`config.mk`:
```
export PLATFORM = sky130hd
export DESIGN_NAME = approx_rca_pipe_flat
export DESIGN_NICKNAME = d
export VERILOG_FILES = /design/src/rtl/approx_arith_pkg.sv /design/src/rtl/approx_rca_pipe_if.sv /design/src/rtl/rca_seg.sv /design/src/rtl/approx_rca_pipe.sv /design/src/flat_wrapper.sv
export SDC_FILE = /design/constraint.sdc
export NUM_CORES = 1
export LEC_CHECK = 0
export BUFFER_PORTS_ARGS = -buffer_cell sky130_fd_sc_hd__buf_4
export CORE_MARGIN = 8
export CORE_UTILIZATION = 44
export DETAILED_ROUTE_END_ITERATION = 10
export GPL_TIMING_DRIVEN = 1
export PLACE_DENSITY = 0.65
export SETUP_SLACK_MARGIN = 0.15
export SYNTH_ARGS = -nofsm -noshare
export SYNTH_HDL_FRONTEND = slang
export SYNTH_SLANG_ARGS = --single-unit
```
`constraint.sdc`:
```
create_clock -name clk -period 2.9 [get_ports clk]
set_input_delay 0.58 -clock clk [delete_from_list [all_inputs] [get_ports clk]]
set_output_delay 0.58 -clock clk [all_outputs]
set_load 0.005 [all_outputs]
```
`src/rtl/approx_arith_pkg.sv`:
```
// approx_arith_pkg: shared mode constants and the LOA/exact reference adder.
// loa_ref returns {cout,sum} (w+1 bits, zero-extended to 65) for operands of
// width w; approx=MODE_LOA with k>0 ORs the k LSBs and feeds A[k-1]&B[k-1]
// into bit k, ignoring cin; otherwise it is the exact A+B+cin.
package approx_arith_pkg;
    localparam logic MODE_ACC = 1'b0;
    localparam logic MODE_LOA = 1'b1;

    function automatic logic [64:0] loa_ref(input logic [63:0] a, input logic [63:0] b,
                                           input logic cin, input logic approx,
                                           input int w, input int k);
        logic [64:0] r;
        if (approx != MODE_LOA || k == 0)
            r = {1'b0, a} + {1'b0, b} + {64'd0, cin};
        else
            r = ((({1'b0, a} >> k) + ({1'b0, b} >> k) + {64'd0, a[k-1] & b[k-1]}) << k)
              | ({1'b0, a | b} & ((65'd1 << k) - 65'd1));
        return r & ((65'd1 << (w + 1)) - 65'd1);
    endfunction
endpackage

```
`src/rtl/approx_rca_pipe_if.sv`:
```
// approx_rca_pipe_if: operand/result handshake bus of approx_rca_pipe.
// in_*: operand beat (valid/ready, A, B, cin, mode); out_*: result beat
// (valid/ready, sum, cout, err); err_count/err_clr: error statistics.
// slave = adder side, master = producer/consumer side.
interface approx_rca_pipe_if #(
    parameter int WIDTH = 16,
    parameter int CNT_W = 16
);
    logic             in_valid;
    logic             in_ready;
    logic [WIDTH-1:0] in_a;
    logic [WIDTH-1:0] in_b;
    logic             in_cin;
    logic             in_approx;
    logic             out_valid;
    logic             out_ready;
    logic [WIDTH-1:0] out_sum;
    logic             out_cout;
    logic             out_err;
    logic [CNT_W-1:0] err_count;
    logic             err_clr;

    modport slave (
        input  in_valid, in_a, in_b, in_cin, in_approx, out_ready, err_clr,
        output in_ready, out_valid, out_sum, out_cout, out_err, err_count
    );
    modport master (
        output in_valid, in_a, in_b, in_cin, in_approx, out_ready, err_clr,
        input  in_ready, out_valid, out_sum, out_cout, out_err, err_count
    );
endinterface

```
`src/rtl/rca_seg.sv`:
```
// rca_seg: W-bit combinational ripple-carry adder.
// a_i, b_i: operands; c_i: carry in; s_o: sum; c_o: carry out.
module rca_seg #(
    parameter int W = 4
) (
    input  logic [W-1:0] a_i,
    input  logic [W-1:0] b_i,
    input  logic         c_i,
    output logic [W-1:0] s_o,
    output logic         c_o
);
    logic [W:0] c;
    assign c[0] = c_i;
    for (genvar i = 0; i < W; i++) begin : g_bit
        assign s_o[i]   = a_i[i] ^ b_i[i] ^ c[i];
        assign c[i+1] = (a_i[i] & b_i[i]) | (c[i] & (a_i[i] ^ b_i[i]));
    end
    assign c_o = c[W];
endmodule

```
`src/rtl/approx_rca_pipe.sv`:
```
// approx_rca_pipe: SEG-bit-per-stage pipelined RCA with runtime LOA mode.
// clk, rst_n (async active-low); bus (slave): operand beat in, result beat
// out with error flag, saturating error counter with synchronous clear.
// Each stage adds one segment of both the exact and the selected chain; the
// final stage registers the selected result and the mismatch flag.
module approx_rca_pipe
    import approx_arith_pkg::*;
#(
    parameter int WIDTH       = 16,
    parameter int SEG         = 4,
    parameter int APPROX_BITS = 4,
    parameter int CNT_W       = 16
) (
    input logic              clk,
    input logic              rst_n,
    approx_rca_pipe_if.slave bus
);
    localparam int STAGES = WIDTH / SEG;
    // LSBs replaced by OR, and the single bit (k-1) whose AND forms the LOA carry
    localparam logic [WIDTH-1:0] LO_MASK = {WIDTH{1'b1}} >> (WIDTH - APPROX_BITS);
    localparam logic [WIDTH-1:0] HB_MASK = LO_MASK ^ (LO_MASK >> 1);

    logic adv;
    assign adv          = !bus.out_valid || bus.out_ready;
    assign bus.in_ready = adv;

    // stage inputs: index 0 is the operand port, index s>0 is stage s-1's register
    logic             v_s  [STAGES];
    logic             m_s  [STAGES];
    logic             ce_s [STAGES];
    logic             cx_s [STAGES];
    logic [WIDTH-1:0] a_s  [STAGES];
    logic [WIDTH-1:0] b_s  [STAGES];
    logic [WIDTH-1:0] se_s [STAGES];
    logic [WIDTH-1:0] sx_s [STAGES];

    assign v_s[0]  = bus.in_valid;
    assign m_s[0]  = bus.in_approx;
    assign a_s[0]  = bus.in_a;
    assign b_s[0]  = bus.in_b;
    assign ce_s[0] = bus.in_cin;
    assign cx_s[0] = (bus.in_approx == MODE_LOA && APPROX_BITS > 0) ? 1'b0 : bus.in_cin;
    assign se_s[0] = '0;
    assign sx_s[0] = '0;

    for (genvar s = 0; s < STAGES; s++) begin : g_stage
        localparam int LO = s * SEG;
        localparam logic [SEG-1:0] LM = LO_MASK[LO +: SEG];
        localparam logic [SEG-1:0] HM = HB_MASK[LO +: SEG];
        logic [SEG-1:0] ae, be, ax, bx, sum_e, sum_x;
        logic co_e, co_x;
        logic [WIDTH-1:0] se_d, sx_d;

        assign ae = a_s[s][LO +: SEG];
        assign be = b_s[s][LO +: SEG];
        // LOA: zero the OR'd bits except bit k-1, where A&B on both operands
        // makes the adder emit exactly the LOA carry into bit k
        assign ax = (m_s[s] == MODE_LOA) ? (ae & ~LM) | (ae & be & HM) : ae;
        assign bx = (m_s[s] == MODE_LOA) ? (be & ~LM) | (ae & be & HM) : be;

        rca_seg #(.W(SEG)) u_exact (.a_i(ae), .b_i(be), .c_i(ce_s[s]), .s_o(sum_e), .c_o(co_e));
        rca_seg #(.W(SEG)) u_sel   (.a_i(ax), .b_i(bx), .c_i(cx_s[s]), .s_o(sum_x), .c_o(co_x));

        always_comb begin
            se_d = se_s[s];
            sx_d = sx_s[s];
            se_d[LO +: SEG] = sum_e;
            sx_d[LO +: SEG] = (m_s[s] == MODE_LOA) ? (sum_x & ~LM) | ((ae | be) & LM) : sum_x;
        end

        if (s < STAGES - 1) begin : g_mid
            logic             v_q, m_q, ce_q, cx_q;
            logic [WIDTH-1:0] a_q, b_q, se_q, sx_q;
            always_ff @(posedge clk or negedge rst_n) begin
                if (!rst_n) begin
                    v_q  <= 1'b0;
                    m_q  <= MODE_ACC;
                    ce_q <= 1'b0;
                    cx_q <= 1'b0;
                    a_q  <= '0;
                    b_q  <= '0;
                    se_q <= '0;
                    sx_q <= '0;
                end else if (adv) begin
                    v_q  <= v_s[s];
                    m_q  <= m_s[s];
                    ce_q <= co_e;
                    cx_q <= co_x;
                    a_q  <= a_s[s];
                    b_q  <= b_s[s];
                    se_q <= se_d;
                    sx_q <= sx_d;
                end
            end
            assign v_s[s+1]  = v_q;
            assign m_s[s+1]  = m_q;
            assign ce_s[s+1] = ce_q;
            assign cx_s[s+1] = cx_q;
            assign a_s[s+1]  = a_q;
            assign b_s[s+1]  = b_q;
            assign se_s[s+1] = se_q;
            assign sx_s[s+1] = sx_q;
        end else begin : g_out
            logic             out_valid_q, out_cout_q, out_err_q, out_cout_d, out_err_d;
            logic [WIDTH-1:0] out_sum_q, out_sum_d;
            assign out_sum_d  = (m_s[s] == MODE_LOA) ? sx_d : se_d;
            assign out_cout_d = (m_s[s] == MODE_LOA) ? co_x : co_e;
            assign out_err_d  = (m_s[s] == MODE_LOA) && ({co_x, sx_d} != {co_e, se_d});
            always_ff @(posedge clk or negedge rst_n) begin
                if (!rst_n) begin
                    out_valid_q <= 1'b0;
                    out_sum_q   <= '0;
                    out_cout_q  <= 1'b0;
                    out_err_q   <= 1'b0;
                end else if (adv) begin
                    out_valid_q <= v_s[s];
                    out_sum_q   <= out_sum_d;
                    out_cout_q  <= out_cout_d;
                    out_err_q   <= out_err_d;
                end
            end
            assign bus.out_valid = out_valid_q;
            assign bus.out_sum   = out_sum_q;
            assign bus.out_cout  = out_cout_q;
            assign bus.out_err   = out_err_q;

            if (APPROX_BITS > 0) begin : g_chk
                a_loa_ref : assert property (@(posedge clk) disable iff (!rst_n)
                    (v_s[s] && m_s[s] == MODE_LOA) |->
                    ({co_x, sx_d} == (WIDTH + 1)'(loa_ref(64'(a_s[s]), 64'(b_s[s]), 1'b0,
                                                         MODE_LOA, WIDTH, APPROX_BITS))));
            end
        end
    end

    logic [CNT_W-1:0] cnt_q, cnt_d;
    always_comb
        cnt_d = bus.err_clr ? '0
              : (bus.out_valid && bus.out_ready && bus.out_err && cnt_q != '1) ? cnt_q + CNT_W'(1)
              : cnt_q;
    always_ff @(posedge clk or negedge rst_n) begin
        if (!rst_n) cnt_q <= '0;
        else        cnt_q <= cnt_d;
    end
    assign bus.err_count = cnt_q;
endmodule

```
`src/flat_wrapper.sv`:
```
// flat-port wrapper written by rule: the top's interface ports become plain ports
module approx_rca_pipe_flat import approx_arith_pkg::*;
#(
    parameter int WIDTH       = 16,
    parameter int SEG         = 4,
    parameter int APPROX_BITS = 4,
    parameter int CNT_W       = 16
)
  (clk, rst_n, bus_in_valid, bus_in_a, bus_in_b, bus_in_cin, bus_in_approx, bus_out_ready, bus_err_clr, bus_in_ready, bus_out_valid, bus_out_sum, bus_out_cout, bus_out_err, bus_err_count);
  approx_rca_pipe_if #(.WIDTH(WIDTH), .CNT_W(CNT_W)) bus_i ();
  input logic clk;
  input logic rst_n;
  input wire logic [$bits(bus_i.in_valid)-1:0] bus_in_valid;
  input wire logic [$bits(bus_i.in_a)-1:0] bus_in_a;
  input wire logic [$bits(bus_i.in_b)-1:0] bus_in_b;
  input wire logic [$bits(bus_i.in_cin)-1:0] bus_in_cin;
  input wire logic [$bits(bus_i.in_approx)-1:0] bus_in_approx;
  input wire logic [$bits(bus_i.out_ready)-1:0] bus_out_ready;
  input wire logic [$bits(bus_i.err_clr)-1:0] bus_err_clr;
  output wire logic [$bits(bus_i.in_ready)-1:0] bus_in_ready;
  output wire logic [$bits(bus_i.out_valid)-1:0] bus_out_valid;
  output wire logic [$bits(bus_i.out_sum)-1:0] bus_out_sum;
  output wire logic [$bits(bus_i.out_cout)-1:0] bus_out_cout;
  output wire logic [$bits(bus_i.out_err)-1:0] bus_out_err;
  output wire logic [$bits(bus_i.err_count)-1:0] bus_err_count;
  assign bus_i.in_valid = bus_in_valid;
  assign bus_i.in_a = bus_in_a;
  assign bus_i.in_b = bus_in_b;
  assign bus_i.in_cin = bus_in_cin;
  assign bus_i.in_approx = bus_in_approx;
  assign bus_i.out_ready = bus_out_ready;
  assign bus_i.err_clr = bus_err_clr;
  assign bus_in_ready = bus_i.in_ready;
  assign bus_out_valid = bus_i.out_valid;
  assign bus_out_sum = bus_i.out_sum;
  assign bus_out_cout = bus_i.out_cout;
  assign bus_out_err = bus_i.out_err;
  assign bus_err_count = bus_i.err_count;
  approx_rca_pipe #(.WIDTH(WIDTH), .SEG(SEG), .APPROX_BITS(APPROX_BITS), .CNT_W(CNT_W)) u_core (.clk(clk), .rst_n(rst_n), .bus(bus_i));
endmodule
```
==> flow_metrics.tcl, run 1 <==
set metrics [dict create \
    synth_warnings 0 \
    power_density_nw_per_um2 1040 \
    insertion_delay_ns 0.42 \
    startpoint_type "register" \
    synth_edf_count 0 \
    pin_count 75 \
    vias 4879 \
    critPathKind "reg -> reg" \
    path_clk_slew_ns 0.06 \
    cts.htree.levels 4 \
    clock-skew-final_ns 0.00993 \
    synth_top_area_frac 0.525 \
    cts.sinks 143 \
    initial_core_util 0.450 \
    grt_max_degree 105 \
    worstReg2RegEnd "u_core.bus.out_err$_DFFE_PN0P_" \
    async_reset_ff_frac 1.00 \
    n_antenna_cell 0 \
    cts_root_buf "clkbuf_16" \
    die_w_um 140 \
    fin_crit_sh 1.00 \
    fin_ws_ns -0.00130 \
    required_ns 3.16 \
    finalMaxSlewViolations 0 \
    post-route-min-period_ns 2.90 \
    syn_inst 721 \
    status "finished, violations left" \
    finalHoldViolCount 0 \
    syn-mean-instance-area_um2 9.45 \
    drt-initial-drc-count 335 \
    grt_pass1_vias 4996 \
    arrival_ns 3.16 \
    port_buffers 74 \
    dp_hpwl_um 9770 \
    fmaxAchievable_mhz 345 \
    vias_per_cell 4.96 \
    dr.pass1.iters 4 \
    crit_path_end_kind "register" \
    endpoint "u_core.bus.out_err$_DFFE_PN0P_" \
    ir_drop_mv 0.571 \
    place_congestion 0.790 \
    antenna_found_initial 0 \
    r2r_cells 11 \
    r2r-start "u_core.g_stage[2].g_mid.cx_q$_DFFE_PN0P_" \
    fp.coreArea_um2 15100 \
    ys_seq_area_frac 0.525 \
    total_leakage_power_nw 3.97 \
    max_cap_violations 0 \
    setup_viol 1 \
    crit_slowest_cell "fa_2" \
    crit_start "u_core.g_stage[2].g_mid.cx_q$_DFFE_PN0P_" \
    clockBufferDepth 2 \
    cpMostUsedCell "fa_2" \
    fillCellCount 1374 \
    rsz0062_at_grt "yes" \
    layout-area-overhead-vs-synth_pct 19.3 \
    grt_pass1_wl_um 24000 \
    ant_nets 0 \
    worstPathMaxFanout 3 \
    r2r_slack_ns -0.001 \
    cts_tree "yes" \
    ctsHoldBuffers 0 \
    yosys-top-cells-area "dfrtp_1 (52%), nand2_1 (14%), fa_1 (9.4%)" \
    cts_made_buffers 17 \
    drive_above_1_share 0.168 \
    synth_top_area_cell "dfrtp_1" \
    grt_usage 0.149 \
    crit_chain "inv_2 -> fa_2 -> inv_2 -> fa_2 -> inv_2 -> fa_2 -> fa_2 -> xnor2_2 -> nand4_1 -> o41ai_2 -> o21ai_1" \
    fin_util 0.537 \
    route.detailed.wl_per_inst_um 14.3 \
    ys_ff_latch 143 \
    synth_ff_type "dfrtp_1" \
    synth_most_common_cell "nand2_1" \
    violations "setup timing" \
    max-slew-margin-rel 0.330 \
    synthTopCellsByCount "nand2_1 (255), dfrtp_1 (143), inv_1 (50), o21ai_0 (41)" \
    die-area_um2 19700 \
    p_total_mw 8.49 \
    routed_wl_um 14000 \
    syn-num-nets 798 \
    hp-class "in -> async" \
    synth_area_um2 6820 \
    drc 0 \
    max_slew.worst_pin.slew_ns 1.01 \
    layout.nets 863 \
    grt_overflow 0 \
    rows 45 \
    synth.distinct_cells 33 \
    critical-path-max-stage-delay_ns 0.61 \
    die_h_um 140 \
]
[stage by stage]
| step | TNS [ns] | cells | setup slack, ns | hold slack (ns) | area, um2 |
|---|---|---|---|---|---|
| final | -0.00130 | 984 | -0.00130 | 0.153 | 8140 |
| after CTS | 0 | 983 | 0.0736 | 0.199 | 8120 |
| after detailed placement | -0.0937 | 954 | -0.0937 | 0.448 | 7570 |
| after floorplan | 0 | 721 | 0.170 | 0.284 | 6830 |
| after global placement | 0 | 954 | 0.0335 | 0.446 | 7570 |
| after global routing | -0.109 | 984 | -0.109 | 0.212 | 8140 |
[cells by family (layout without fill, tap and decap cells)]
kind of cell             Yosys count  in the layout  share of synthesized area
XOR/XNOR                          16             16                     0.0206
AND/OR/NAND/NOR                  327            327                      0.198
adder cells (fa/ha/maj)           38             38                      0.105
AO/OA/AOI/OAI                     86             86                     0.0683
multiplexers                      22             22                     0.0336
buffers and inverters             89            164                     0.0496
flip-flops                       143            143                      0.525
[sequential cells by signal, indices dropped and copies added (netlist names)]
name / flops
u_core.g_stage.g_mid.se_q: 24
u_core.bus.out_err: 1
u_core.g_stage.g_mid.m_q: 3
u_core.bus.err_count: 16
u_core.g_stage.g_mid.cx_q: 3
u_core.g_stage.g_mid.b_q: 24
u_core.bus.out_valid: 1
u_core.g_stage.g_mid.sx_q: 24
u_core.g_stage.g_mid.v_q: 3
u_core.bus.out_cout: 1
u_core.g_stage.g_mid.a_q: 24
u_core.bus.out_sum: 16
u_core.g_stage.g_mid.ce_q: 3
[how the worst min path moves through the flow]
stage	startpoint	end	slack (ns)	depth (start not counted)
after floorplan	rst_n	u_core.bus.err_count[0]$_DFFE_PN0P_	0.28	0
after global placement	u_core.g_stage[2].g_mid.v_q$_DFFE_PN0P_	u_core.g_stage[2].g_mid.v_q$_DFFE_PN0P_	0.45	2
after detailed placement	u_core.g_stage[2].g_mid.v_q$_DFFE_PN0P_	u_core.bus.out_valid$_DFFE_PN0P_	0.45	1
after CTS	rst_n	u_core.bus.err_count[4]$_DFFE_PN0P_	0.20	1
after global routing	rst_n	u_core.bus.err_count[11]$_DFFE_PN0P_	0.21	1
final	rst_n	u_core.bus.err_count[11]$_DFFE_PN0P_	0.15	1
[cell type report]
type | instances | area, um2 | area share
repair buffers | 84 | 659 | 0.0811
well taps | 188 | 235 | 0.0289
flip-flops and latches | 143 | 3580 | 0.440
inverters | 51 | 194 | 0.0238
multi-input cells | 489 | 2940 | 0.361
clock buffers | 21 | 460 | 0.0566
clock inverters | 8 | 67.6 | 0.00831
[power by group]
| group | total [mW] | internal [mW] | switching [mW] |
|---|---|---|---|
| sequential | 3.40 | 2.80 | 0.601 |
| combinational | 3.11 | 1.44 | 1.68 |
| clock | 1.97 | 1.20 | 0.775 |
[worst max-delay path: cells and delay by family (launching register included)]
| family | cells | cell delay, ns |
|---|---|---|
| buf+inv | 3 | 0.16 |
| fa+ha+maj | 4 | 1.55 |
| simple gates | 1 | 0.12 |
| xor+xnor | 1 | 0.11 |
| compound gates | 2 | 0.40 |
| flops | 1 | 0.39 |
[what timing repair did]
action / 4_1_cts / 5_1_grt
buffers inserted: 0 / 1
pin swaps: 2 / 7
gates resized for setup: 7 / 7
setup endpoints to repair: 1 / 1
[cells in the final DEF (no fill, tap or decap), types with 3 or more instances in the layout]
master	synthesis	routed
mux2i_1	15	15
xnor2_1	16	15
or4_1	7	7
nor4_1	3	3
buf_4	0	81
nand2b_1	6	6
fa_2	0	7
mux2_2	6	6
nand4_1	9	9
clkbuf_16	0	17
a21oi_1	33	33
o31ai_1	7	7
or3_1	7	7
o21ai_0	41	40
dfrtp_1	143	143
nor2_1	26	26
inv_2	0	5
nand3_1	6	6
nand2_1	255	255
fa_1	32	25
ha_1	6	6
inv_1	50	45
clkinv_2	0	6
[per-layer routing]
metal / vias to the layer above / global-route usage / wire (um)
met5: - / 0 / 0
met4: 0 / 0.0588 / 288
met3: 18 / 0.0510 / 647
met2: 101 / 0.222 / 6400
met1: 2346 / 0.198 / 6700
li1: 2414 / - / -
No activity file was read; power rests on OpenSTA's default activity.
==> inputs of run 2 (changes only) <==
--- a/config.mk
+++ b/config.mk
@@ -9,7 +9,7 @@
 export CORE_MARGIN = 8
 export CORE_UTILIZATION = 44
 export DETAILED_ROUTE_END_ITERATION = 10
-export GPL_TIMING_DRIVEN = 1
+export GPL_TIMING_DRIVEN = 0
 export PLACE_DENSITY = 0.65
 export SETUP_SLACK_MARGIN = 0.15
 export SYNTH_ARGS = -nofsm -noshare
==> flow_metrics.tcl, run 2 (synthesis results as in run 1) <==
set metrics [dict create \
    status "complete, no violations" \
    fmaxAchievable_mhz 363 \
    antenna_found_initial 0 \
    finalMaxSlewViolations 0 \
    layout.nets 892 \
    place_congestion 0.847 \
    rsz0062_at_grt "yes" \
    total_leakage_power_nw 4.04 \
    max_cap_violations 0 \
    cts.htree.levels 4 \
    rows 45 \
    clock-skew-final_ns 0.00679 \
    cts_made_buffers 17 \
    setup_viol 0 \
    finalHoldViolCount 0 \
    n_antenna_cell 0 \
    critPathKind "reg -> reg" \
    die_w_um 140 \
    dr.pass1.iters 5 \
    drive_above_1_share 0.161 \
    cts.sinks 143 \
    fp.coreArea_um2 15100 \
    port_buffers 72 \
    grt_pass1_wl_um 26400 \
    crit_path_end_kind "register" \
    startpoint_type "register" \
    cts_root_buf "clkbuf_16" \
    grt_usage 0.169 \
    drc 0 \
    vias_per_cell 5.00 \
    power_density_nw_per_um2 1080 \
    grt_overflow 0 \
    vias 5080 \
    initial_core_util 0.450 \
    max_slew.worst_pin.slew_ns 0.730 \
    grt_pass1_vias 5204 \
    drt-initial-drc-count 325 \
    ctsHoldBuffers 0 \
    worstPathMaxFanout 2 \
    hp-class "in -> async" \
    path_clk_slew_ns 0.06 \
    routed_wl_um 15900 \
    dp_hpwl_um 11700 \
    arrival_ns 3.04 \
    insertion_delay_ns 0.42 \
    hold_ws_ns 0.124 \
    layout_common_cells "nand2_1 (255), dfrtp_1 (143), buf_4 (73)" \
    post-route-min-period_ns 2.75 \
    clockBufferDepth 2 \
    ant_nets 0 \
    max-slew-margin-rel 0.513 \
    cts_tree "yes" \
    grt_max_degree 84 \
    route.detailed.wl_per_inst_um 15.7 \
    fin_crit_sh 0.949 \
    layout-area-overhead-vs-synth_pct 22.3 \
    die_h_um 140 \
    pin_count 75 \
    required_ns 3.19 \
    fin_setup_tns_ns 0 \
    layout_commonest_cell "nand2_1" \
    die-area_um2 19700 \
    ir_drop_mv 0.503 \
]
run 2: path summary, 6_finish.rpt:
path	from	end	slack, ns	cells after the start
worst min-delay path	rst_n	u_core.bus.err_count[11]$_DFFE_PN0P_	0.12	1
worst min register to register	u_core.g_stage[1].g_mid.v_q$_DFFE_PN0P_	u_core.g_stage[1].g_mid.v_q$_DFFE_PN0P_	0.46	2
worst max-delay path	u_core.g_stage[2].g_mid.a_q[12]$_DFFE_PN0P_	u_core.bus.out_err$_DFFE_PN0P_	0.15	10
max in group asynchronous	rst_n	u_core.bus.out_cout$_DFFE_PN0P_	1.98	2
min in group clk	bus_in_a[8]	u_core.g_stage[0].g_mid.a_q[8]$_DFFE_PN0P_	0.35	3
worst max register to register	u_core.g_stage[2].g_mid.a_q[12]$_DFFE_PN0P_	u_core.bus.out_err$_DFFE_PN0P_	0.15	10
run 2: power by group:
group	internal [mW]	switching [mW]	leakage (nW)
Combinational	1.44	1.82	1.99
Clock	1.53	0.846	0.310
Sequential	2.80	0.562	1.74
run 2: through the flow:
stage               std cells  setup slack [ns]  power [mW]  instance area [um2]  utilization
floorplan                 721             0.170        5.35                 6830            -
global placement          981           -0.0881        6.38                 7610        0.502
detailed placement        982            -0.103        6.52                 7640        0.504
CTS                      1015          0.000307        9.05                 8320        0.549
global route             1016            0.0246        9.68                 8340        0.551
finish                   1016             0.148        9.00                 8340        0.551
run 2: critical path, cell delays in order, from the launching register on:
cell and delay [ns]:
dfrtp_1 0.37, buf_4 0.12, fa_1 0.16, inv_1 0.06
fa_2 0.40, fa_2 0.36, fa_2 0.57, xnor2_2 0.14
nand4_1 0.13, o41ai_2 0.22, o21ai_1 0.09
run 2: routing by layer:
layer	vias up	global-route usage	routed length (um)
met4	0	0.0588	268
met2	121	0.282	7790
met3	18	0.0435	755
met5	-	0	0
li1	2478	-	-
met1	2463	0.208	7110
run 2: layout make-up:
cell class              count  area, um2
multi-input cells         489       2940
inverters                  51        191
flip-flops and latches    143       3580
well taps                 188        235
plain buffers              38        163
fillers                  1362       6810
clock buffers              18        429
repair buffers             75        587
clock inverters            14        215
run 2: what timing repair did:
item                                    in CTS  in global routing
endpoints found under the setup margin       2                  2
pin swaps                                    6                  4
gates resized for setup                     12                  5
cloned                                       0                  0
buffers inserted                             1                  1
